File: config.mk
export PLATFORM = sky130hd
export DESIGN_NAME = step_pulse_sequencer
export DESIGN_NICKNAME = d
export VERILOG_FILES = /design/src/rtl/step_pulse_sequencer.sv
export SDC_FILE = /design/constraint.sdc
export NUM_CORES = 1
export LEC_CHECK = 0
export ABC_AREA = 1
export CAP_MARGIN = 10
export CORE_MARGIN = 1.5
export CORE_UTILIZATION = 45
export CTS_CLUSTER_SIZE = 40
export DETAILED_ROUTE_END_ITERATION = 10
export GPL_TIMING_DRIVEN = 0
export HOLD_SLACK_MARGIN = 0.05
export PLACE_DENSITY = 0.71
export RECOVER_POWER = 50
export SLEW_MARGIN = 15
export SYNTH_ARGS = -nofsm -noshare
export SYNTH_HDL_FRONTEND = slang
export SYNTH_SLANG_ARGS = --single-unit
File: constraint.sdc
create_clock -name clk -period 3.8 [get_ports clk]
set_input_delay 0.38 -clock clk [delete_from_list [all_inputs] [get_ports clk]]
set_output_delay 0.38 -clock clk [all_outputs]
set_load 0.01 [all_outputs]
File: src/rtl/step_pulse_sequencer.sv
// Step pulse sequencer: selects one of the free-running time_up square waves,
// turns its rising edges into single-cycle step pulses while running, and
// advances a wrapping position counter and a speed level for the game logic.
`timescale 1ns/1ps

module step_pulse_sequencer #(
    parameter int NUM_RATES = 12,
    parameter int SEL_W     = 4,
    parameter int POS_MAX   = 15,
    parameter int POS_W     = 4,
    parameter int MAX_LEVEL = 7,
    parameter int LVL_W     = 3
) (
    input  logic                 clk,
    input  logic                 reset,
    input  logic [NUM_RATES-1:0] rate_in,
    input  logic [SEL_W-1:0]     base_rate,
    input  logic                 auto_speedup,
    input  logic                 start,
    input  logic                 pause,
    input  logic                 stop,
    output logic                 timer_enable,
    output logic                 step,
    output logic [POS_W-1:0]     position,
    output logic [LVL_W-1:0]     level,
    output logic [SEL_W-1:0]     rate_sel,
    output logic                 running,
    output logic                 done
);

    typedef enum logic [1:0] {
        IDLE  = 2'd0,
        RUN   = 2'd1,
        PAUSE = 2'd2,
        DONE  = 2'd3
    } state_t;

    state_t                 state_reg;
    state_t                 state_next;
    logic                   fresh_start;
    logic [NUM_RATES-1:0]   rate_q;
    logic [2**SEL_W-1:0]    rate_pad;
    logic [SEL_W-1:0]       base_reg;
    logic [SEL_W:0]         sel_sum;
    logic [SEL_W-1:0]       sel_next;
    logic                   prev_reg;
    logic                   cur;
    logic                   sel_change;
    logic                   edge_hit;
    logic                   at_top;
    logic                   at_max;

    // Pad the registered rate bank to the full select range so any index is legal;
    // unused slots read as constant 0.
    for (genvar gi = 0; gi < 2**SEL_W; gi++) begin : g_pad
        if (gi < NUM_RATES) begin : g_live
            assign rate_pad[gi] = rate_q[gi];
        end else begin : g_tie
            assign rate_pad[gi] = 1'b0;
        end
    end

    // Rate index = base + level, clamped to the fastest line, edge qualification.
    always_comb begin
        sel_sum    = {1'b0, base_reg} + (SEL_W+1)'(level);
        sel_next   = (sel_sum > (SEL_W+1)'(NUM_RATES-1)) ? SEL_W'(NUM_RATES-1)
                                                         : sel_sum[SEL_W-1:0];
        cur        = rate_pad[rate_sel];
        sel_change = (sel_next != rate_sel);
        at_top     = (position == POS_W'(POS_MAX));
        at_max     = (level == LVL_W'(MAX_LEVEL));
        // No step on the edge that leaves RUN, nor while the selected line is switching.
        edge_hit   = (state_reg == RUN) & ~stop & ~pause & cur & ~prev_reg & ~sel_change;
    end

    // Next-state logic; stop beats pause beats start.
    always_comb begin
        state_next  = state_reg;
        fresh_start = 1'b0;
        case (state_reg)
            IDLE: begin
                if (!stop && start) begin
                    state_next  = RUN;
                    fresh_start = 1'b1;
                end
            end
            RUN: begin
                if (stop)                         state_next = IDLE;
                else if (pause)                   state_next = PAUSE;
                else if (edge_hit && at_top && at_max) state_next = DONE;
            end
            PAUSE: begin
                if (stop)       state_next = IDLE;
                else if (pause) state_next = PAUSE;
                else if (start) state_next = RUN;
            end
            DONE: begin
                if (stop) begin
                    state_next = IDLE;
                end else if (start) begin
                    state_next  = RUN;
                    fresh_start = 1'b1;
                end
            end
            default: state_next = IDLE;
        endcase
    end

    // State register.
    always_ff @(posedge clk or posedge reset) begin
        if (reset) state_reg <= IDLE;
        else       state_reg <= state_next;
    end

    // Input capture, rate select, edge history and the step pulse.
    always_ff @(posedge clk or posedge reset) begin
        if (reset) begin
            rate_q   <= '0;
            rate_sel <= '0;
            prev_reg <= 1'b0;
            step     <= 1'b0;
        end else begin
            rate_q   <= rate_in;
            rate_sel <= sel_next;
            // Track the line that will be selected next cycle, so a select change
            // starts edge detection from that line's current level.
            prev_reg <= rate_pad[sel_next];
            step     <= edge_hit;
        end
    end

    // Position, level and base rate bookkeeping.
    always_ff @(posedge clk or posedge reset) begin
        if (reset) begin
            position <= '0;
            level    <= '0;
            base_reg <= '0;
        end else if (stop) begin
            position <= '0;
            level    <= '0;
        end else if (fresh_start) begin
            position <= '0;
            level    <= '0;
            base_reg <= base_rate;
        end else if (edge_hit) begin
            position <= at_top ? '0 : position + POS_W'(1);
            if (at_top && auto_speedup && !at_max)
                level <= level + LVL_W'(1);
        end
    end

    // Status decode; timer_enable drops as soon as the state leaves RUN.
    assign running      = (state_reg == RUN);
    assign timer_enable = (state_reg == RUN);
    assign done         = (state_reg == DONE);

endmodule
==> results.toml <==
[outcome]
status = "finished clean"

[grt]
gr-usage-all-layers = 0.193
grt_pass1_vias = 1426
grt_first_pass_wirelength_mm = 6.62
grt_max_degree = 32
grt.overflow.total = 0
antenna_found_initial = 0

[setup_path]
path_class = "register to register"
start_kind = "register"
cp.required_ns = 3.98
timing.rr.end = "state_reg[0]"
cp_max_fo = 8
reg2reg_setup_slack_ns = 1.34
reg2reg_depth = 14
arrival_ns = 2.64
worst_setup_path_end_kind = "register"
r2r-start = "level[0]"

[yosys]
synth_async_sr_flop_share = 1.00
yosys.area.top_type = "dfrtp_1"
synth_area_leaders = "dfrtp_1, nand2_1, ha_1"
synth_top_area_share = 0.402
synth_edf_count = 0
synth_cell_types = 31
ys.warnings.count = 0
syn_area_sq_um = 1930
ys_seq_elements = 31
synth_cells = 239
synth-seq-area-share = 0.402
postSynthNetCount = 273
avgSynthCellArea_sq_um = 8.08
ys.flop_type = "dfrtp_1"

[routing]
finalWirelength_mm = 4.07
num_vias = 1645
drt_iter0_markers = 106
remaining_drc_errors = 0
vias_per_cell = 4.94
dr.pass1.iters = 4
wl_per_cell_microns = 12.2
ant_nets = 0

[finish]
regMostFlops = "rate_q"
mostFrequentLayoutCells = "nand2_1, inv_1, dfrtp_1"
nNetsFinal = 316
final_core_util = 0.609
largest_reg_flops = 12
drive_above_1_share = 0.127
n_fill_cell = 369
final_area_sq_um = 2470
antenna_cells = 0
mostFrequentLayoutCell = "nand2_1"
syn2layout_area_growth_pct = 28.0

[timing]
tightestPinTransition_ns = 1.17
period_share = 0.647
fin_ws_ns = 1.34
finalHoldViolations = 0
drv_slew = 0
relSlewSlack = 0.221
tns_ns = 0
clock_skew_ns = 0.00618
fin_crit_ns = 2.46
finalSetupViolations = 0
fmax_ghz = 0.407
rsz0062_at_grt = "false"

[floorplan]
io-pin-count = 37
design.core.area_sq_um = 4060
initial_utilization = 0.476
die_area_sq_um = 4690
die-width_microns = 68.5
die_y_microns = 68.5
rows = 23

[cts]
cts_buffers = 5
cts-htree-levels = 2
clockBufferDepth = 2
clockRootBuffer = "clkbuf_8"
clk_pin_slew_ns = 0.07
insertion_delay_ns = 0.29
cts_resized = 0
cts_tree = "built"
cts_hold_buf = 0
numClockSinks = 31
post-cts-setup-buffer-count = 0

[place]
dp_hpwl_mm = 3.03
postPlaceCellArea_sq_um = 2350
place_congestion = 0.928
place_ws_ns = 1.31
portBuffers = 36

[hold_path]
min_path_cells = 2
hold_start = "base_reg[0]"
holdPathEnd = "base_reg[0]"
min_path_type = "register to register"

[power]
p_per_area_nw_per_um2 = 736
p_leak_nw = 1.22
ir_drop_uv = 287

[flow_run]
maxCapViolations = 0
## through the flow
| step | std cells | power (mW) | hold slack, ns |
|---|---|---|---|
| 2_1_floorplan | 239 | 1.19 | 0.411 |
| 3_3_place_gp | 325 | 1.47 | 0.462 |
| 3_5_place_dp | 325 | 1.48 | 0.470 |
| 4_1_cts | 333 | 1.83 | 0.487 |
| 5_1_grt | 333 | 1.97 | 0.520 |
| 6_report | 333 | 1.82 | 0.479 |
## layout make-up
type / instances / area, sq um / share of cell area
Buffer: 2 / 12.5 / 0.00506
Timing Repair Buffer: 36 / 360 / 0.146
Multi-Input combinational cell: 172 / 1010 / 0.410
Inverter: 34 / 130 / 0.0527
Clock buffer: 6 / 82.6 / 0.0334
Sequential cell: 31 / 776 / 0.314
Tap cell: 50 / 62.6 / 0.0253
Clock inverter: 2 / 35.0 / 0.0142
## report_power, final
| group | internal, mW | switching [mW] | leakage [nW] |
|---|---|---|---|
| Clock | 0.212 | 0.125 | 0.0612 |
| Sequential | 0.411 | 0.0856 | 0.385 |
| Combinational | 0.397 | 0.587 | 0.770 |
| Total | 1.02 | 0.798 | 1.22 |
## routing by layer
| metal | global-route usage | wire length [microns] |
|---|---|---|
| met1 | 0.266 | 2010 |
| met2 | 0.294 | 1800 |
| met3 | 0.0536 | 202 |
| met4 | 0.0600 | 53 |
| met5 | 0 | 0 |
## kinds of logic (layout without fill, tap and decap cells)
logic type / Yosys count / count (layout) / share of synthesized area
AOI/OAI and AO/OA: 37 / 37 / 0.100
DFF: 31 / 31 / 0.402
adders and majority gates: 12 / 12 / 0.0817
and+or+nand+nor: 121 / 121 / 0.333
buffers and inverters: 36 / 80 / 0.0739
xor gates and xnor gates: 2 / 2 / 0.00907
## cell usage after synthesis (3+ instances only)
master,number
o21ai_0,18
nand4_1,3
nand3_2,3
o21ai_1,4
nand3_1,23
nand2_1,51
ha_1,11
nor2_4,4
a21oi_1,12
dfrtp_1,31
inv_1,31
nand2_2,8
nor2_1,17
## worst max-delay path by stage
| stage | startpoint | endpoint | cells after the start |
|---|---|---|---|
| after floorplan | level[0] | state_reg[0] | 14 |
| after global placement | level[0] | state_reg[1] | 14 |
| after detailed placement | level[0] | state_reg[0] | 14 |
| after CTS | level[0] | state_reg[1] | 14 |
| after global routing | level[0] | state_reg[0] | 14 |
| final | level[0] | state_reg[0] | 14 |
## critical path: stages (launching register included)
cell	delay, ns
dfrtp_1	0.43
ha_1	0.26
fa_1	0.41
xnor2_1	0.24
nand2_2	0.09
nand3_4	0.15
nand2_4	0.11
nand2_2	0.09
nand2_2	0.07
nor2_4	0.15
nand3_1	0.11
nand2_2	0.10
nand2_2	0.05
nand2_1	0.06
nand2_1	0.05
(Power assumes the default switching activity.)
